--- config.mk ---
export PLATFORM = sky130hd
export DESIGN_NAME = mem_stage_ls_flat
export DESIGN_NICKNAME = d
export VERILOG_FILES = /design/src/rtl/mem_stage_ls_pkg.sv /design/src/rtl/mem_stage_ls_if.sv /design/src/rtl/mem_stage_ls_load_extract.sv /design/src/rtl/mem_stage_ls.sv /design/src/flat_wrapper.sv
export SDC_FILE = /design/constraint.sdc
export NUM_CORES = 1
export LEC_CHECK = 0
export CAP_MARGIN = 20
export CORE_ASPECT_RATIO = 1.1
export CORE_UTILIZATION = 45
export CTS_CLUSTER_DIAMETER = 120
export DETAILED_ROUTE_END_ITERATION = 10
export GPL_TIMING_DRIVEN = 1
export PLACE_DENSITY = 0.8
export SLEW_MARGIN = 20
export SYNTH_ARGS = -nofsm -noshare
export SYNTH_HDL_FRONTEND = slang
export SYNTH_HIERARCHICAL = 1
export SYNTH_SLANG_ARGS = --single-unit
--- constraint.sdc ---
create_clock -name clk -period 9.03 [get_ports clk]
set_input_delay 1.806 -clock clk [delete_from_list [all_inputs] [get_ports clk]]
set_output_delay 1.806 -clock clk [all_outputs]
set_load 0.1 [all_outputs]
--- src/rtl/mem_stage_ls_pkg.sv ---
// Shared constants for the MEM stage: load-op encodings, FSM states, fixed bus widths.
package mem_stage_ls_pkg;

    localparam logic [2:0] LDOP_LW  = 3'b000;
    localparam logic [2:0] LDOP_LB  = 3'b001;
    localparam logic [2:0] LDOP_LBU = 3'b010;
    localparam logic [2:0] LDOP_LH  = 3'b011;
    localparam logic [2:0] LDOP_LHU = 3'b100;
    localparam logic [2:0] LDOP_LD  = 3'b101;

    localparam int REG_W = 5;   // register-file address width
    localparam int PC_W  = 32;  // instruction address width
    localparam int CNT_W = 8;   // wait counter, holds WAIT_MAX up to 255

    typedef enum logic {
        ST_IDLE = 1'b0,
        ST_WAIT = 1'b1
    } state_t;

    // Byte-offset bits needed to select a lane in a DW-bit word.
    function automatic int lane_bits(input int dw);
        return $clog2(dw / 8);
    endfunction

endpackage

--- src/rtl/mem_stage_ls_if.sv ---
// EX->MEM slot, data-SRAM response, MEM->WB / forwarding buses and stall/hold controls.
interface mem_stage_ls_if #(
    parameter int DW        = 32,
    parameter int PAYLOAD_W = 67
);
    logic                 hold_i;
    logic                 bubble_i;
    logic                 in_valid;
    logic                 in_load;
    logic [2:0]           in_ldop;
    logic                 in_rf_we;
    logic [4:0]           in_rf_waddr;
    logic [DW-1:0]        in_ex_result;
    logic [31:0]          in_pc;
    logic [PAYLOAD_W-1:0] in_payload;
    logic [DW-1:0]        dmem_rdata;
    logic                 dmem_data_ok;

    logic                 stallreq;
    logic                 out_valid;
    logic                 out_rf_we;
    logic [4:0]           out_rf_waddr;
    logic [DW-1:0]        out_rf_wdata;
    logic [31:0]          out_pc;
    logic [PAYLOAD_W-1:0] out_payload;
    logic                 out_adel;
    logic                 out_buserr;
    logic                 fwd_we;
    logic [4:0]           fwd_waddr;
    logic [DW-1:0]        fwd_wdata;

    // Pipeline/controller side: drives the slot and SRAM response, observes results.
    modport master (
        output hold_i, bubble_i, in_valid, in_load, in_ldop, in_rf_we, in_rf_waddr,
               in_ex_result, in_pc, in_payload, dmem_rdata, dmem_data_ok,
        input  stallreq, out_valid, out_rf_we, out_rf_waddr, out_rf_wdata, out_pc,
               out_payload, out_adel, out_buserr, fwd_we, fwd_waddr, fwd_wdata
    );

    // MEM stage side.
    modport slave (
        input  hold_i, bubble_i, in_valid, in_load, in_ldop, in_rf_we, in_rf_waddr,
               in_ex_result, in_pc, in_payload, dmem_rdata, dmem_data_ok,
        output stallreq, out_valid, out_rf_we, out_rf_waddr, out_rf_wdata, out_pc,
               out_payload, out_adel, out_buserr, fwd_we, fwd_waddr, fwd_wdata
    );
endinterface

--- src/rtl/mem_stage_ls_load_extract.sv ---
// Combinational load-data extraction: lane select, sign/zero extension, alignment check.
module load_extract
    import mem_stage_ls_pkg::*;
#(
    parameter int DW    = 32,
    parameter int AW_LO = $clog2(DW / 8)
) (
    input  logic [2:0]       ldop,
    input  logic [AW_LO-1:0] lane,
    input  logic [DW-1:0]    rdata,
    output logic [DW-1:0]    wdata,
    output logic             misalign
);
    // Halfword/word lane bases ignore the low offset bits, so misaligned
    // accesses still read a well-defined (but discarded) value.
    logic [AW_LO-1:0] lane_h;
    logic [AW_LO-1:0] lane_w;

    assign lane_h = lane & ~AW_LO'(1);
    assign lane_w = lane & ~AW_LO'(3);

    // Pick the sized field and extend it; unknown encodings behave as LW.
    always_comb begin
        wdata    = DW'($signed(32'(rdata >> {lane_w, 3'b000})));
        misalign = |lane[1:0];
        case (ldop)
            LDOP_LB: begin
                wdata    = DW'($signed(8'(rdata >> {lane, 3'b000})));
                misalign = 1'b0;
            end
            LDOP_LBU: begin
                wdata    = DW'(8'(rdata >> {lane, 3'b000}));
                misalign = 1'b0;
            end
            LDOP_LH: begin
                wdata    = DW'($signed(16'(rdata >> {lane_h, 3'b000})));
                misalign = lane[0];
            end
            LDOP_LHU: begin
                wdata    = DW'(16'(rdata >> {lane_h, 3'b000}));
                misalign = lane[0];
            end
            LDOP_LD: begin
                wdata    = rdata;
                misalign = (DW != 64) || (lane != '0);
            end
            default: ;
        endcase
    end
endmodule

--- src/rtl/mem_stage_ls.sv ---
// MEM stage: EX->MEM register, load extraction, variable-latency SRAM wait with timeout.
module mem_stage_ls
    import mem_stage_ls_pkg::*;
#(
    parameter int DW        = 32,
    parameter int AW_LO     = $clog2(DW / 8),
    parameter int PAYLOAD_W = 67,
    parameter int WAIT_MAX  = 15
) (
    input logic         clk,
    input logic         rst,
    mem_stage_ls_if.slave bus
);
    typedef struct packed {
        logic                 valid;
        logic                 load;
        logic [2:0]           ldop;
        logic                 rf_we;
        logic [REG_W-1:0]     waddr;
        logic [DW-1:0]        ex;
        logic [PC_W-1:0]      pc;
        logic [PAYLOAD_W-1:0] payload;
    } slot_t;

    slot_t            slot;
    state_t           state;
    logic [CNT_W-1:0] cnt;
    logic             got;    // read data already captured in rbuf for this slot
    logic             berr;   // this slot already timed out (matters while held)
    logic [DW-1:0]    rbuf;

    logic          misalign, live, data_now, timeout, stall, keep, adel, buserr, valid, rf_we;
    logic [DW-1:0] ext_data;

    load_extract #(.DW(DW), .AW_LO(AW_LO)) u_extract (
        .ldop    (slot.ldop),
        .lane    (slot.ex[AW_LO-1:0]),
        .rdata   (got ? rbuf : bus.dmem_rdata),
        .wdata   (ext_data),
        .misalign(misalign)
    );

    // A live load is one the SRAM was actually asked for; misaligned loads never wait.
    assign live     = slot.valid & slot.load & ~misalign;
    assign data_now = got | bus.dmem_data_ok;
    assign timeout  = (state == ST_WAIT) & live & ~data_now & (cnt >= CNT_W'(WAIT_MAX));
    assign stall    = live & ~data_now & ~berr & ~timeout;
    // The register must also advance on the completing cycle, or the
    // instruction released from EX when stallreq drops would be lost.
    assign keep     = stall | bus.hold_i;
    assign adel     = slot.valid & slot.load & misalign;
    assign buserr   = live & ~got & (berr | timeout);
    assign valid    = slot.valid & ~stall;
    assign rf_we    = valid & slot.rf_we & ~adel & ~buserr;

    assign bus.stallreq     = stall;
    assign bus.out_valid    = valid;
    assign bus.out_rf_we    = rf_we;
    assign bus.out_rf_waddr = slot.waddr;
    assign bus.out_rf_wdata = slot.load ? ext_data : slot.ex;
    assign bus.out_pc       = slot.pc;
    assign bus.out_payload  = slot.payload;
    assign bus.out_adel     = adel;
    assign bus.out_buserr   = buserr;
    assign bus.fwd_we       = rf_we & valid;
    assign bus.fwd_waddr    = slot.waddr;
    assign bus.fwd_wdata    = bus.out_rf_wdata;

    // EX->MEM register: stall/hold keep, bubble clears, otherwise take the EX slot.
    always_ff @(posedge clk) begin
        if (rst) begin
            slot <= '0;
        end else if (!keep) begin
            if (bus.bubble_i) begin
                slot <= '0;
            end else begin
                slot.valid   <= bus.in_valid;
                slot.load    <= bus.in_load;
                slot.ldop    <= bus.in_ldop;
                slot.rf_we   <= bus.in_rf_we;
                slot.waddr   <= bus.in_rf_waddr;
                slot.ex      <= bus.in_ex_result;
                slot.pc      <= bus.in_pc;
                slot.payload <= bus.in_payload;
            end
        end
    end

    // Early-data buffer: remember a response (or a timeout) for a slot that stays put.
    always_ff @(posedge clk) begin
        if (rst) begin
            got  <= 1'b0;
            berr <= 1'b0;
            rbuf <= '0;
        end else if (!keep) begin
            got  <= 1'b0;
            berr <= 1'b0;
        end else begin
            if (live && bus.dmem_data_ok && !got && !berr) begin
                got  <= 1'b1;
                rbuf <= bus.dmem_rdata;
            end
            if (timeout) begin
                berr <= 1'b1;
            end
        end
    end

    // Wait FSM: counts cycles spent stalled on an outstanding load.
    always_ff @(posedge clk) begin
        if (rst) begin
            state <= ST_IDLE;
            cnt   <= '0;
        end else begin
            case (state)
                ST_IDLE: begin
                    if (stall) begin
                        state <= ST_WAIT;
                        cnt   <= CNT_W'(1);
                    end
                end
                default: begin
                    if (stall) begin
                        cnt <= cnt + CNT_W'(1);
                    end else begin
                        state <= ST_IDLE;
                        cnt   <= '0;
                    end
                end
            endcase
        end
    end
endmodule

--- src/flat_wrapper.sv ---
// flat-port wrapper written by rule: the top's interface ports become plain ports
module mem_stage_ls_flat import mem_stage_ls_pkg::*;
#(
    parameter int DW        = 32,
    parameter int AW_LO     = $clog2(DW / 8),
    parameter int PAYLOAD_W = 67,
    parameter int WAIT_MAX  = 15
)
  (clk, rst, bus_hold_i, bus_bubble_i, bus_in_valid, bus_in_load, bus_in_ldop, bus_in_rf_we, bus_in_rf_waddr, bus_in_ex_result, bus_in_pc, bus_in_payload, bus_dmem_rdata, bus_dmem_data_ok, bus_stallreq, bus_out_valid, bus_out_rf_we, bus_out_rf_waddr, bus_out_rf_wdata, bus_out_pc, bus_out_payload, bus_out_adel, bus_out_buserr, bus_fwd_we, bus_fwd_waddr, bus_fwd_wdata);
  mem_stage_ls_if #(.DW(DW), .PAYLOAD_W(PAYLOAD_W)) bus_i ();
  input logic clk;
  input logic rst;
  input wire logic [$bits(bus_i.hold_i)-1:0] bus_hold_i;
  input wire logic [$bits(bus_i.bubble_i)-1:0] bus_bubble_i;
  input wire logic [$bits(bus_i.in_valid)-1:0] bus_in_valid;
  input wire logic [$bits(bus_i.in_load)-1:0] bus_in_load;
  input wire logic [$bits(bus_i.in_ldop)-1:0] bus_in_ldop;
  input wire logic [$bits(bus_i.in_rf_we)-1:0] bus_in_rf_we;
  input wire logic [$bits(bus_i.in_rf_waddr)-1:0] bus_in_rf_waddr;
  input wire logic [$bits(bus_i.in_ex_result)-1:0] bus_in_ex_result;
  input wire logic [$bits(bus_i.in_pc)-1:0] bus_in_pc;
  input wire logic [$bits(bus_i.in_payload)-1:0] bus_in_payload;
  input wire logic [$bits(bus_i.dmem_rdata)-1:0] bus_dmem_rdata;
  input wire logic [$bits(bus_i.dmem_data_ok)-1:0] bus_dmem_data_ok;
  output wire logic [$bits(bus_i.stallreq)-1:0] bus_stallreq;
  output wire logic [$bits(bus_i.out_valid)-1:0] bus_out_valid;
  output wire logic [$bits(bus_i.out_rf_we)-1:0] bus_out_rf_we;
  output wire logic [$bits(bus_i.out_rf_waddr)-1:0] bus_out_rf_waddr;
  output wire logic [$bits(bus_i.out_rf_wdata)-1:0] bus_out_rf_wdata;
  output wire logic [$bits(bus_i.out_pc)-1:0] bus_out_pc;
  output wire logic [$bits(bus_i.out_payload)-1:0] bus_out_payload;
  output wire logic [$bits(bus_i.out_adel)-1:0] bus_out_adel;
  output wire logic [$bits(bus_i.out_buserr)-1:0] bus_out_buserr;
  output wire logic [$bits(bus_i.fwd_we)-1:0] bus_fwd_we;
  output wire logic [$bits(bus_i.fwd_waddr)-1:0] bus_fwd_waddr;
  output wire logic [$bits(bus_i.fwd_wdata)-1:0] bus_fwd_wdata;
  assign bus_i.hold_i = bus_hold_i;
  assign bus_i.bubble_i = bus_bubble_i;
  assign bus_i.in_valid = bus_in_valid;
  assign bus_i.in_load = bus_in_load;
  assign bus_i.in_ldop = bus_in_ldop;
  assign bus_i.in_rf_we = bus_in_rf_we;
  assign bus_i.in_rf_waddr = bus_in_rf_waddr;
  assign bus_i.in_ex_result = bus_in_ex_result;
  assign bus_i.in_pc = bus_in_pc;
  assign bus_i.in_payload = bus_in_payload;
  assign bus_i.dmem_rdata = bus_dmem_rdata;
  assign bus_i.dmem_data_ok = bus_dmem_data_ok;
  assign bus_stallreq = bus_i.stallreq;
  assign bus_out_valid = bus_i.out_valid;
  assign bus_out_rf_we = bus_i.out_rf_we;
  assign bus_out_rf_waddr = bus_i.out_rf_waddr;
  assign bus_out_rf_wdata = bus_i.out_rf_wdata;
  assign bus_out_pc = bus_i.out_pc;
  assign bus_out_payload = bus_i.out_payload;
  assign bus_out_adel = bus_i.out_adel;
  assign bus_out_buserr = bus_i.out_buserr;
  assign bus_fwd_we = bus_i.fwd_we;
  assign bus_fwd_waddr = bus_i.fwd_waddr;
  assign bus_fwd_wdata = bus_i.fwd_wdata;
  mem_stage_ls #(.DW(DW), .AW_LO(AW_LO), .PAYLOAD_W(PAYLOAD_W), .WAIT_MAX(WAIT_MAX)) u_core (.clk(clk), .rst(rst), .bus(bus_i));
endmodule
---- Word level (Yosys, flattened, before mapping) ----
Index checks and enable logic that the tools add are counted.
storage, ports and cells
  register bits after elaboration ......... 185
  output and inout port bits .............. 179
  word-level logic and storage cells ...... 70
operators by class
  add/sub/neg operators ................... 1
  magnitude comparators ................... 1
  eq/ne operators ......................... 5
  shift operators ......................... 2
  muxes and demuxes ....................... 9
  bitwise gates (word level) .............. 28
  reduce and logical (&&, ||, !) cells .... 11
operators with widths
  operator               count
  $mux W142              1
  $pmux W32 S4           1
  $mux W32               2
  $shr A32 B5 Y16        1
  $shr A32 B5 Y8         1
  $mux W8                3
  $and A1 B1 Y1          16
  $not A1 Y1             9
  $add A8 B1 Y8 const B  1
  $ge A8 B4 Y1 const B   1
  $reduce_or A2 Y1       4
  $eq A3 B2 Y1 const B   2
  $eq A3 B3 Y1 const B   2
  $eq A3 B1 Y1 const B   1
  $logic_and A1 B1 Y1    3
  $or A1 B1 Y1           3
  $pmux W1 S3            1
  $logic_not A1 Y1       2
  $reduce_and A2 Y1      1
  $reduce_bool A2 Y1     1
  $mux W1                1

---- Logic depth before layout (Yosys ltp) ----
  word-level depth ........................ 16
  depth in mapped cells ................... 12
  gate-level depth less buffers ........... 7

---- Modules after synthesis ----
The synthesis kept the hierarchy.
by module, submodules not included
  module        times used  cells each  area an instance (µm²)
  mem_stage_ls  1           1087        9424.0
  load_extract  1           118         864.6

---- Least setup slack after synthesis ----
Ideal clock, no wire load.
  kind .................................... input -> output
  from .................................... input bus_dmem_data_ok
  to ...................................... output bus_fwd_we
  data arrival time ....................... 5.713 ns
  setup slack ............................. 1.511 ns
  stages .................................. 5
  path buffers ............................ 1
  cells stage by stage .................... inv_1 o2111a_2 buf_6 o21a_1 nor4_1
RTL lines
  item                         line                RTL
  start, declared              flat_wrapper.sv:24  input wire logic [$bits(bus_i.dmem_data_ok)-1:0] bus_dmem_data_ok;
  $or A1 B1 Y1                 mem_stage_ls.sv:45  assign data_now = got | bus.dmem_data_ok;
  $not A1 Y1                   mem_stage_ls.sv:46  assign timeout = (state == ST_WAIT) & live & ~data_now & (cnt >= CNT_W'(WAIT_MAX));
  $and A1 B1 Y1 (2 in series)  mem_stage_ls.sv:46
  $or A1 B1 Y1                 mem_stage_ls.sv:52  assign buserr = live & ~got & (berr | timeout);
  $and A1 B1 Y1                mem_stage_ls.sv:52
  net bus_out_buserr           flat_wrapper.sv:33  output wire logic [$bits(bus_i.out_buserr)-1:0] bus_out_buserr;
  $not A1 Y1                   mem_stage_ls.sv:54  assign rf_we = valid & slot.rf_we & ~adel & ~buserr;
  $and A1 B1 Y1                mem_stage_ls.sv:54
  $and A1 B1 Y1                mem_stage_ls.sv:65  assign bus.fwd_we = rf_we & valid;
  end, declared                flat_wrapper.sv:34  output wire logic [$bits(bus_i.fwd_we)-1:0] bus_fwd_we;
The timed path passes the listed nets, and every way through them passes these cells.

---- Final worst setup path ----
  from .................................... input bus_dmem_rdata[23]
  to ...................................... output bus_out_rf_wdata[25]
between the ends
  cells in the longest elaborated chain, start to end .. 4
ends and longest elaborated chain
  item                     line                             RTL
  start, declared          flat_wrapper.sv:23               input wire logic [$bits(bus_i.dmem_rdata)-1:0] bus_dmem_rdata;
  $mux W32                 mem_stage_ls.sv:38               .rdata (got ? rbuf : bus.dmem_rdata),
  $shr A32 B5 Y8           mem_stage_ls_load_extract.sv:28  wdata = DW'($signed(8'(rdata >> {lane, 3'b000})));
  $pmux W32 S4             mem_stage_ls_load_extract.sv:26  case (ldop)
  net u_core.ext_data[25]  mem_stage_ls.sv:33               logic [DW-1:0] ext_data;
  $mux W32                 mem_stage_ls.sv:60               assign bus.out_rf_wdata = slot.load ? ext_data : slot.ex;
  end, declared            flat_wrapper.sv:29               output wire logic [$bits(bus_i.out_rf_wdata)-1:0] bus_out_rf_wdata;
The timed path passes the listed nets, and every way through them passes these cells.

==> impl_results.md <==
- HPWL after DPL: around 22 mm
- Die area: 23500 um2
- Critical path data arrival time: 5280 ps
- Clock input transition at the sequential cells of the worst setup and hold paths: around 70 ps
- Fin area: 13300 um2
- First-iteration detailed-routing DRC count: ~870
- Leak: 0.00440 uW
- Pre-antenna DRT Iters: 7
- Via Count: just under 10000
- Seq/Total Area, Yosys: between 30% and 40%
- Starting density of the core: a little under half
- Gate power share: between 20% and 30%
- Critical path type: in -> out
- Sink Count: around 190
- Fillers: 1955
- Syn nets: 1385
- Hold/Removal Path Class: reg -> reg
- Worst reg2reg path startpoint: u_core/slot[139]$_SDFFE_PP0N_
- Initial antenna violation count: 3
- P&R area growth vs syn: 29.6%
- Worst slew pin tran: approximately 1100 ps
- Hold_sp: u_core/cnt[5]$_SDFFE_PP0P_
- Seq pwr share: about two fifths
- Period minus WS final: 7090 ps
- Final ANT Viol Nets: 0
- Max-Cap Viols: 0
- Cell Count, Final, Fillers Out: roughly 1600
- Die height: between 150 and 200 um
- Post-route clock period utilization: 78.5%
- # port buffers: 357
- Share of layout cells above drive strength 1: between 10% and 20%
- Core ar.: roughly 22000 um2
- Yosys reg bits: ~190
- # nets final: between 1000 and 1500
- Final setup violating endpoints: 0
- Io pins: 358
- Largest net degree at the start of global routing: about 110
- Commonest cells after routing, fill and taps aside: 356 x clkdlybuf4s50_1, 185 x dfxtp_1, 177 x a21oi_1, 144 x nand3_1, 142 x o2111ai_1
- Internal Power: roughly 1400 uW
- F_max: 141 MHz
- # H-tree levels: 4
- Clk pwr share: between 30% and 40%
- Post-synth EDFFs: 0
- Tot Pwr: 2210 uW
- Unrepaired setup endpoints after global routing: no
- Synth warnings: 6
- Status: finished, final reports clean
- Worst Setup SP: bus_dmem_rdata[23]
- Placed cells: 1589
- Root cell of the clock tree: clkbuf_16
- CP required: 7220 ps
- Avg WL per Cell: ~21 um
- CTS buffer count: 17
- Post-CTS sizing: 0
- Drt via density: 6.09
- Vias in the first global route: between 9000 and 10000
- Worst slew margin: 25.1%
- # rows: 57
- Final Wtd Congestion: between 0.9 and 1
- Worst skew pair latency: approximately 440 ps
- Remaining DRCs: 0
- Max Transition Viols Final: 0
- Postcts setup bufs: 0
- Die X: 146 um
- Routed wire length: roughly 34 mm
- Global-route wire length before repair: ~53 mm
- Count of cell types in the netlist: 55
- Top FF cell, synth: dfxtp_1
- GRT Util Overall: 27.9%
- CP max FO: 16
- Hold buffers post-CTS: 0
- Worst setup EP type: primary output
- Endpoints failing hold: 0
- Sw Share: between 30% and 40%
- Cell count after synthesis: 1205
- Sw power: 788 uW
- GR Overflow Total: 0
- Pwr dens: 166 nW/um2
- Mapped Area: between 10000 and 15000 um2
- CTS tree: done
- Worst VDD drop: 124 uV
- Util after Layout: approximately 60%
- Max Root-Sink Buffers: 2
- Most common cell after layout, fill and taps aside: clkdlybuf4s50_1
- Cell Area, Placed: between 10000 and 15000 um2
- Worst setup SP type: input port
- Avg Cell Area, Syn: between 8 and 9 um2
- Final worst clock skew: approximately 19 ps
- Setup TNS: 0 ps
- Async set-reset flop share out of synthesis: 0%
## power groups by stage
stage | registers (uW) | clock network [uW] | logic [uW]
global placement | 873 | 0 | 568
detailed placement | 874 | 0 | 572
floorplan | 868 | 0 | 429
CTS | 855 | 796 | 573
finish | 855 | 781 | 575
global route | 858 | 833 | 596
## cell usage after synthesis, types with 8 or more instances
cell type / count / area [um2]
dfxtp_1: 185 / 3700
a21oi_1: 177 / 886
buf_4: 150 / 1130
nand3_1: 144 / 721
o2111ai_1: 142 / 1240
clkbuf_1: 96 / 360
nand2_1: 85 / 319
mux2_2: 64 / 721
buf_2: 31 / 155
a21o_1: 11 / 82.6
o22ai_1: 10 / 62.6
a32oi_1: 9 / 78.8
a211o_1: 8 / 70.1
a21boi_0: 8 / 60.1
a21o_2: 8 / 70.1
## through the flow
| step | setup WS (ps) | hold WS, ps |
|---|---|---|
| final | 1940 | 438 |
| after global routing | 1680 | 463 |
| after CTS | 1660 | 441 |
| after detailed placement | 1970 | 431 |
| after global placement | 2010 | 429 |
| after floorplan | 1510 | 419 |
## cell families after synthesis
kind of cell / Yosys count / synth area share (%)
XOR/XNOR: 2 / 0.170
AO/OA/AOI/OAI: 396 / 26.9
adder cells (fa/ha/maj): 2 / 0.219
multiplexers: 72 / 7.90
buffers and inverters: 290 / 16.7
AND/OR/NAND/NOR: 258 / 12.1
flip-flops: 185 / 36.0
## state kept, by name, summed over array words and instances (netlist names)
name,flops
u_core/rbuf,32
u_core/bus.fwd_waddr,5
u_core/berr,1
u_core/bus.out_payload,67
u_core/cnt,8
u_core/got,1
u_core/slot,38
u_core/bus.out_pc,32
u_core/state,1
## worst paths after layout
path                                              to  slack (ps)  depth (start not counted)
max reg2reg  u_core/bus.out_payload[29]$_SDFFE_PP0N_        4410                          7
min reg2reg               u_core/cnt[5]$_SDFFE_PP0P_         440                          1
max                             bus_out_rf_wdata[25]        1940                          8
min                       u_core/cnt[5]$_SDFFE_PP0P_         440                          1
## routing by layer
layer  part of all wire (%)  GRT usage (%)  vias up
li1                       -              -     4595
met1                     39           34.7     4754
met2                     49           45.6      475
met3                    8.7           8.10       60
met4                    3.0           10.7        2
met5                  0.027              0        -
## worst max-delay path: stages
cell	delay, ps
clkdlybuf4s50_1	470
mux2_2	220
mux4_2	290
nor2_2	50
a2111oi_4	940
a21o_2	170
mux2_2	150
clkdlybuf4s50_1	1160
## layout make-up
cell class	instances	area, um2	area share, %
well taps	295	369	2.77
repair buffers	371	3680	27.6
clock buffers	17	425	3.19
inverters	8	35.0	0.263
diodes	2	5.00	0.0375
clock inverters	15	199	1.49
flip-flops and latches	185	3700	27.8
multi-input cells	730	4910	36.8
Power figures use the tool's default switching activity.
